### src/rtl/ledstring_rx_wb_pkg.sv
// Shared constants and types for the APA102-style LED string receiver.
package ledstring_rx_wb_pkg;

  localparam logic [31:0] START_WORD = 32'h0000_0000;
  localparam logic [31:0] END_WORD   = 32'hFFFF_FFFF;
  localparam logic [2:0]  LED_HDR    = 3'b111;

  localparam logic REG_STATUS = 1'b0;
  localparam logic REG_CTRL   = 1'b1;

  localparam int unsigned BUF_SEL_BIT = 9;

  typedef enum logic {
    SYNC,
    WORD
  } state_t;

endpackage

### src/rtl/ledstring_rx_wb_if.sv
// Wishbone slave bus bundle for the LED string receiver.
interface ledstring_rx_wb_if;

  logic [9:0]  wb_addr;
  logic [31:0] wb_rdata;
  logic [31:0] wb_wdata;
  logic        wb_we;
  logic        wb_cyc;
  logic        wb_ack;

  modport master (
    output wb_addr, wb_wdata, wb_we, wb_cyc,
    input  wb_rdata, wb_ack
  );

  modport slave (
    input  wb_addr, wb_wdata, wb_we, wb_cyc,
    output wb_rdata, wb_ack
  );

endinterface

### src/rtl/ledstring_rx_phy.sv
// Serial front end: synchronizers, led_clk rising-edge detect, MSB-first shifter.
module ledstring_rx_phy (
  input  logic        clk,
  input  logic        rst,
  input  logic        led_clk,
  input  logic        led_data,
  input  logic        clear,
  output logic        bit_valid,
  output logic        bit_val,
  output logic        word_valid,
  output logic [31:0] word
);

  logic [1:0]  clk_sync;
  logic [1:0]  data_sync;
  logic        clk_prev;
  logic [30:0] shift;
  logic [4:0]  bit_cnt;
  logic        rise;

  assign rise = clk_sync[1] & ~clk_prev;

  always_ff @(posedge clk) begin
    if (rst) begin
      clk_sync  <= '0;
      data_sync <= '0;
      clk_prev  <= 1'b0;
      shift     <= '0;
      bit_cnt   <= '0;
    end else begin
      clk_sync  <= {clk_sync[0], led_clk};
      data_sync <= {data_sync[0], led_data};
      clk_prev  <= clk_sync[1];
      if (rise)
        shift <= {shift[29:0], data_sync[1]};
      // clear holds word alignment at bit 0 while hunting for a start frame
      if (clear)
        bit_cnt <= '0;
      else if (rise)
        bit_cnt <= bit_cnt + 5'd1;
    end
  end

  assign bit_valid  = rise;
  assign bit_val    = data_sync[1];
  assign word_valid = rise & ~clear & (bit_cnt == 5'd31);
  assign word       = {shift, data_sync[1]};

endmodule

### src/rtl/ledstring_rx_wb.sv
// LED string receiver: frame FSM, LED word buffer, status flags and Wishbone slave.
module ledstring_rx_wb
  import ledstring_rx_wb_pkg::*;
#(
  parameter int unsigned N_LEDS    = 64,
  parameter int unsigned TIMEOUT_W = 16
) (
  input  logic               clk,
  input  logic               rst,
  input  logic               led_clk,
  input  logic               led_data,
  ledstring_rx_wb_if.slave   wb
);

  localparam int unsigned AW = $clog2(N_LEDS);

  state_t               state, state_n;
  logic [5:0]           zero_cnt, zero_n;
  logic [15:0]          led_idx, idx_n, frame_len;
  logic [TIMEOUT_W-1:0] idle_cnt, idle_n;
  logic                 frame_done, overflow, header_err;
  logic                 set_done, set_ovf, set_hdr, buf_we;
  logic                 bit_valid, bit_val, word_valid;
  logic [31:0]          word;
  logic [31:0]          led_buf [N_LEDS];
  logic                 acc, ctrl_wr, clr_flags, force_sync;
  logic [31:0]          status, rd_mux;
  logic                 unused_bits;

  ledstring_rx_phy u_phy (
    .clk        (clk),
    .rst        (rst),
    .led_clk    (led_clk),
    .led_data   (led_data),
    .clear      (state == SYNC),
    .bit_valid  (bit_valid),
    .bit_val    (bit_val),
    .word_valid (word_valid),
    .word       (word)
  );

  assign acc        = wb.wb_cyc & ~wb.wb_ack;
  assign ctrl_wr    = acc & wb.wb_we & ~wb.wb_addr[BUF_SEL_BIT] & (wb.wb_addr[0] == REG_CTRL);
  assign clr_flags  = ctrl_wr & wb.wb_wdata[0];
  assign force_sync = ctrl_wr & wb.wb_wdata[1];
  assign unused_bits = ^{wb.wb_addr, wb.wb_wdata};

  always_comb begin
    state_n  = state;
    zero_n   = zero_cnt;
    idx_n    = led_idx;
    idle_n   = '0;
    set_done = 1'b0;
    set_ovf  = 1'b0;
    set_hdr  = 1'b0;
    buf_we   = 1'b0;
    unique case (state)
      SYNC: begin
        if (bit_valid) begin
          if (bit_val) begin
            zero_n = '0;
          end else if (zero_cnt == 6'd31) begin
            zero_n  = '0;
            idx_n   = '0;
            state_n = WORD;
          end else begin
            zero_n = zero_cnt + 6'd1;
          end
        end
      end
      WORD: begin
        idle_n = bit_valid ? '0 : idle_cnt + 1'b1;
        if (word_valid) begin
          if (word == START_WORD) begin
            state_n = WORD;
          end else if (word == END_WORD) begin
            set_done = 1'b1;
            zero_n   = '0;
            state_n  = SYNC;
          end else if (word[31:29] == LED_HDR) begin
            if (led_idx < 16'(N_LEDS))
              buf_we = 1'b1;
            else
              set_ovf = 1'b1;
            if (led_idx != 16'hFFFF)
              idx_n = led_idx + 16'd1;
          end else begin
            set_hdr = 1'b1;
            zero_n  = '0;
            state_n = SYNC;
          end
        end else if (idle_cnt == '1) begin
          set_done = 1'b1;
          zero_n   = '0;
          state_n  = SYNC;
        end
      end
      default: state_n = SYNC;
    endcase
    // A forced resync discards whatever the decoder produced this cycle
    if (force_sync) begin
      state_n  = SYNC;
      zero_n   = '0;
      idx_n    = led_idx;
      set_done = 1'b0;
      set_ovf  = 1'b0;
      set_hdr  = 1'b0;
      buf_we   = 1'b0;
    end
  end

  assign status = {frame_len, 12'd0, (state == WORD), header_err, overflow, frame_done};

  always_comb begin
    rd_mux = '0;
    if (wb.wb_addr[BUF_SEL_BIT])
      rd_mux = led_buf[wb.wb_addr[AW-1:0]];
    else if (wb.wb_addr[0] == REG_STATUS)
      rd_mux = status;
  end

  always_ff @(posedge clk) begin
    if (rst) begin
      state       <= SYNC;
      zero_cnt    <= '0;
      led_idx     <= '0;
      idle_cnt    <= '0;
      frame_done  <= 1'b0;
      overflow    <= 1'b0;
      header_err  <= 1'b0;
      frame_len   <= '0;
      wb.wb_ack   <= 1'b0;
      wb.wb_rdata <= '0;
    end else begin
      state      <= state_n;
      zero_cnt   <= zero_n;
      led_idx    <= idx_n;
      idle_cnt   <= idle_n;
      frame_done <= set_done | (frame_done & ~clr_flags);
      overflow   <= set_ovf  | (overflow   & ~clr_flags);
      header_err <= set_hdr  | (header_err & ~clr_flags);
      if (set_done)
        frame_len <= led_idx;
      wb.wb_ack   <= wb.wb_cyc & ~wb.wb_ack;
      wb.wb_rdata <= acc ? rd_mux : '0;
    end
  end

  always_ff @(posedge clk) begin
    if (buf_we)
      led_buf[led_idx[AW-1:0]] <= word;
  end

endmodule
### src/flat_wrapper.sv
// flat-port wrapper written by rule: the top's interface ports become plain ports
module ledstring_rx_wb_flat import ledstring_rx_wb_pkg::*;
#(
  parameter int unsigned N_LEDS    = 64,
  parameter int unsigned TIMEOUT_W = 16
)
  (clk, rst, led_clk, led_data, wb_wb_addr, wb_wb_wdata, wb_wb_we, wb_wb_cyc, wb_wb_rdata, wb_wb_ack);
  ledstring_rx_wb_if wb_i ();
  input  logic clk;
  input  logic rst;
  input  logic led_clk;
  input  logic led_data;
  input wire logic [$bits(wb_i.wb_addr)-1:0] wb_wb_addr;
  input wire logic [$bits(wb_i.wb_wdata)-1:0] wb_wb_wdata;
  input wire logic [$bits(wb_i.wb_we)-1:0] wb_wb_we;
  input wire logic [$bits(wb_i.wb_cyc)-1:0] wb_wb_cyc;
  output wire logic [$bits(wb_i.wb_rdata)-1:0] wb_wb_rdata;
  output wire logic [$bits(wb_i.wb_ack)-1:0] wb_wb_ack;
  assign wb_i.wb_addr = wb_wb_addr;
  assign wb_i.wb_wdata = wb_wb_wdata;
  assign wb_i.wb_we = wb_wb_we;
  assign wb_i.wb_cyc = wb_wb_cyc;
  assign wb_wb_rdata = wb_i.wb_rdata;
  assign wb_wb_ack = wb_i.wb_ack;
  ledstring_rx_wb #(.N_LEDS(N_LEDS), .TIMEOUT_W(TIMEOUT_W)) u_core (.clk(clk), .rst(rst), .led_clk(led_clk), .led_data(led_data), .wb(wb_i));
endmodule
### config.mk
export PLATFORM = sky130hd
export DESIGN_NAME = ledstring_rx_wb_flat
export DESIGN_NICKNAME = d
export VERILOG_FILES = /design/src/rtl/ledstring_rx_wb_pkg.sv /design/src/rtl/ledstring_rx_wb_if.sv /design/src/rtl/ledstring_rx_phy.sv /design/src/rtl/ledstring_rx_wb.sv /design/src/flat_wrapper.sv
export SDC_FILE = /design/constraint.sdc
export NUM_CORES = 2
export LEC_CHECK = 0
export CAP_MARGIN = 20
export CORE_ASPECT_RATIO = 2
export CORE_UTILIZATION = 53
export CTS_BUF_LIST = sky130_fd_sc_hd__clkbuf_4
export CTS_CLUSTER_SIZE = 20
export DETAILED_ROUTE_END_ITERATION = 8
export PLACE_DENSITY_LB_ADDON = 0.25
export SLEW_MARGIN = 20
export SYNTH_ARGS = -nofsm -noshare
export SYNTH_HDL_FRONTEND = slang
export SYNTH_SLANG_ARGS = --single-unit
### constraint.sdc
create_clock -name clk -period 4.5 [get_ports clk]
set_input_delay 0.9 -clock clk [delete_from_list [all_inputs] [get_ports clk]]
set_output_delay 0.9 -clock clk [all_outputs]
set_load 0.01 [all_outputs]
==> out/qor.txt <==
=====================================================================================
Worst Setup End Kind                                                        flip-flop
Mean number of vias per cell                                                    6.274
Nets                                                                             4499
Hold EP                                                                  u_core.u_phy.data_sync[0]
Setup slack, reg-to-reg                                                        810 ps
Most used DFF post-synth                                                 sky130_fd_sc_hd__edfxtp_1
Average wire length per cell after detail routing                            31.99 µm
Cell Int Power                                                               29380 µW
Dominant cell type by area after synthesis                               sky130_fd_sc_hd__edfxtp_1
Final-report max-slew violation count                                               0
Number of enable flip-flop cells after synthesis                                 2048
Critical R2R Capture                                                     u_core.led_buf[15][15]
Setup crit start kind                                                       flip-flop
Maximum number of pins on one net before global-route repair                       87
Fraction of final layout cells with drive strength greater than 1              0.3401
Fraction of synthesized cell area taken by the top area cell type              0.7362
Summed instance area of the synthesized netlist                             83530 µm²
Number of cells on the worst reg-to-reg path                                       10
Synth cell types                                                                   67
Number of input and output port buffers inserted                                   47
Actual transition at the worst max-transition pin                            985.2 ps
Area growth from synthesis to layout                                           12.74%
Time the worst path needs with I/O delays and setup                           3687 ps
Final HPWL from detailed placement                                          133200 µm
Total of flip-flops plus latches after synthesis                                 2180
FP Rows                                                                           205
Global routing usage summed across all routing layers                          0.2819
Net switching power                                                           8134 µW
DR vias                                                                         43190
Number of ports placed on the die boundary                                         81
Number of iterations in the first detailed-routing pass                             6
Chip Width                                                                   282.7 µm
Pwr dens                                                                 398.4 nW/µm²
Relative contribution of combinational cells to total power                     0.038
Max Clk Rate                                                                271.2 MHz
Die Footprint                                                              159300 µm²
TritonCTS Buffers                                                                 450
Cell with the most instances after synthesis                             sky130_fd_sc_hd__edfxtp_1
Sum of negative setup slack                                                      0 ps
Proportion of power drawn by flip-flops and latches                             0.582
Outcome                                                                     completed
Count of routing violations after the opening detailed-route iteration           4496
Clk_lat worst skew                                                            1250 ps
Setup Viol. Count Final                                                             0
Most instantiated cells after synthesis                                  sky130_fd_sc_hd__edfxtp_1 (2048), sky130_fd_sc_hd__mux4_2 (559), sky130_fd_sc_hd__nand2_1 (195), sky130_fd_sc_hd__nor2_1 (135), sky130_fd_sc_hd__dfxtp_1 (132)
R2R Path Start                                                           u_core.u_phy.bit_cnt[0]
Pre-CTS worst setup slack                                                    357.4 ps
Max-capacitance violation count                                                     0
Origin of the worst min-delay path                                           led_data
CTS sink cnt                                                                     2180
Final Routed Wirelength                                                     220200 µm
Leading cell types by total area after synthesis                         sky130_fd_sc_hd__edfxtp_1 (74%), sky130_fd_sc_hd__mux4_2 (15%), sky130_fd_sc_hd__dfxtp_1 (3.2%), sky130_fd_sc_hd__mux2i_1 (1.2%), sky130_fd_sc_hd__nand2_1 (0.88%)
Die Ht                                                                       563.4 µm
Average cell area after synthesis                                           21.41 µm²
Required arrival time at the worst endpoint                                   5320 ps
Max Fanout on Critical Path                                                        17
Number of hold violations in the final report                                       0
Setup repair after global routing missed its margin                                no
Core area                                                                  156200 µm²
Total nets after synthesis                                                       3955
Detail Route Antenna Nets                                                           0
Async set-or-reset flop fraction in the synthesized netlist                         0
Synthesized netlist cell count                                                   3902
Portion of the post-synthesis area used by sequential elements                 0.7679
Global-route congestion overflow total                                              0
Setup ws final                                                               813.3 ps
Residual DRC count                                                                  0
Period utilization                                                             0.8193
Routability cong.                                                              0.8796
Global-route wire length before repair                                      311000 µm
Worst hold path cell count                                                          2
Buffers from clock root to sink, at most                                            4
Yosys synthesis warning count                                                       0
Skew final                                                                   108.0 ps
Number of antenna violations at the first check in global routing                   3
Tightest slew margin relative to the limit                                     0.3408
Data arrival time of the worst path                                           4510 ps
LEAKAGE                                                                    0.03052 µW
Root buffer cell                                                         sky130_fd_sc_hd__clkbuf_4
Number of filler instances in the final layout                                  11040
Crit Path Class                                                          flip-flop to flip-flop
Switching share of power                                                       0.2168
Maximum level of the CTS H-tree                                                     5
Clk slew on worst S/H paths                                                     70 ps
Clock tree from TritonCTS                                                         yes
Type of the most critical hold path                                      input port to flip-flop
Initial cell density of the core                                               0.5348
Maximum ir drop on the vdd rail                                           0.0001951 V
Clock power share                                                               0.380
Post-CTS resize count                                                               0
Via count of the first global-routing pass                                      44520
=====================================================================================
[through the flow]
| stage | instance area (µm²) | total power [µW] | hold slack [ps] | utilization | instances |
|---|---|---|---|---|---|
| after floorplan | 83530 | 23250 | 413.8 | - | 3902 |
| after global placement | 88450 | 23730 | 441.6 | 0.5662 | 6062 |
| after detailed placement | 88450 | 23740 | 437.4 | 0.5662 | 6062 |
| after CTS | 94150 | 37830 | 204.1 | 0.6027 | 6876 |
| after global routing | 94180 | 38750 | 215.4 | 0.6029 | 6884 |
| final | 94180 | 37520 | 273.9 | 0.6029 | 6884 |
[how the worst max path moves through the flow]
stage,start,endpoint,slack [ps],cells after the start
6_report,u_core.u_phy.bit_cnt[0],u_core.led_buf[15][15],810,10
5_1_grt,u_core.u_phy.bit_cnt[1],u_core.led_buf[15][19],660,10
4_1_cts,u_core.u_phy.bit_cnt[0],u_core.led_buf[15][19],890,10
3_5_place_dp,wb_wb_addr[9],u_core.led_buf[15][7],360,8
3_3_place_gp,wb_wb_addr[9],u_core.led_buf[7][24],380,8
2_1_floorplan,u_core.u_phy.shift[29],u_core.led_buf[30][0],160,7
[power by group through the flow]
stage	combinational, µW	sequential, µW	clock (µW)
floorplan	952	22300	0
global placement	1430	22300	0
detailed placement	1440	22300	0
CTS	1450	21800	14500
global route	1500	21800	15400
finish	1430	21800	14200
[per-layer routing]
layer  vias up  GRT usage  wire length [µm]
li1      17730          -                 -
met1     22660     0.3359             75210
met2      2285     0.4919            117500
met3       514    0.04607             16150
met4         0     0.1436             11390
met5         -          0                 0
[logic make-up (layout without fill, tap and decap cells)]
family / count (synthesis) / count (layout) / share of synthesized area
AND/OR/NAND/NOR: 546 / 546 / 0.03068
buffers and inverters: 219 / 1124 / 0.01365
XOR/XNOR: 17 / 17 / 0.001782
flip-flops: 2180 / 2180 / 0.7679
multiplexers: 670 / 670 / 0.1642
other: 0 / 7 / 0
AO/OA/AOI/OAI: 265 / 265 / 0.02110
adder cells (fa/ha/maj): 5 / 5 / 0.0007489
[sequential cells by signal (all words and copies together) (netlist names), 5 cells and up]
register / count
u_core.led_buf: 2048
u_core.wb.wb_rdata: 32
u_core.u_phy.shift: 31
u_core.frame_len: 16
u_core.idle_cnt: 16
u_core.led_idx: 16
u_core.zero_cnt: 6
u_core.u_phy.bit_cnt: 5
[cell usage in the layout (no fill, tap or decap), drive strengths merged, types with 14 or more instances in the layout]
master / instances
a31oi: 14
nor2b: 21
a21oi: 69
clkinv: 153
nand3: 41
dfxtp: 132
a221oi: 19
nor2: 135
edfxtp: 2048
nor4: 19
nor3: 23
mux2i: 100
clkbuf: 642
mux4: 559
o21ai: 37
inv: 15
nand2b: 41
nand2: 195
nand4: 25
buf: 261
o22ai: 18
clkdlybuf4s50: 41
a22oi: 41
[critical path, stage by stage (launching register included)]
cell and delay [ps]:
sky130_fd_sc_hd__dfxtp_1 370, sky130_fd_sc_hd__ha_1 180, sky130_fd_sc_hd__and3_1 160, sky130_fd_sc_hd__ha_1 170, sky130_fd_sc_hd__and4b_1 300, sky130_fd_sc_hd__nand2b_1 120, sky130_fd_sc_hd__nor2_1 280, sky130_fd_sc_hd__nand4_1 180
sky130_fd_sc_hd__buf_4 250, sky130_fd_sc_hd__nor2_4 770, sky130_fd_sc_hd__buf_4 500
[repair_timing]
action,in CTS,in global routing
hold endpoints to repair,1,0
hold buffers,1,0
buffers inserted,0,0
[area by class of cell]
type / count / area, µm² / area share
diodes: 7 / 17.52 / 0.0001860
clock buffers: 642 / 4820 / 0.05118
clock inverters: 171 / 873.3 / 0.009273
inverters: 8 / 32.53 / 0.0003454
multi-input cells: 1503 / 18750 / 0.1991
flip-flops and latches: 2180 / 64180 / 0.6815
well taps: 2070 / 2590 / 0.02750
repair buffers: 303 / 2910 / 0.03090
Power figures use the tool's default switching activity.
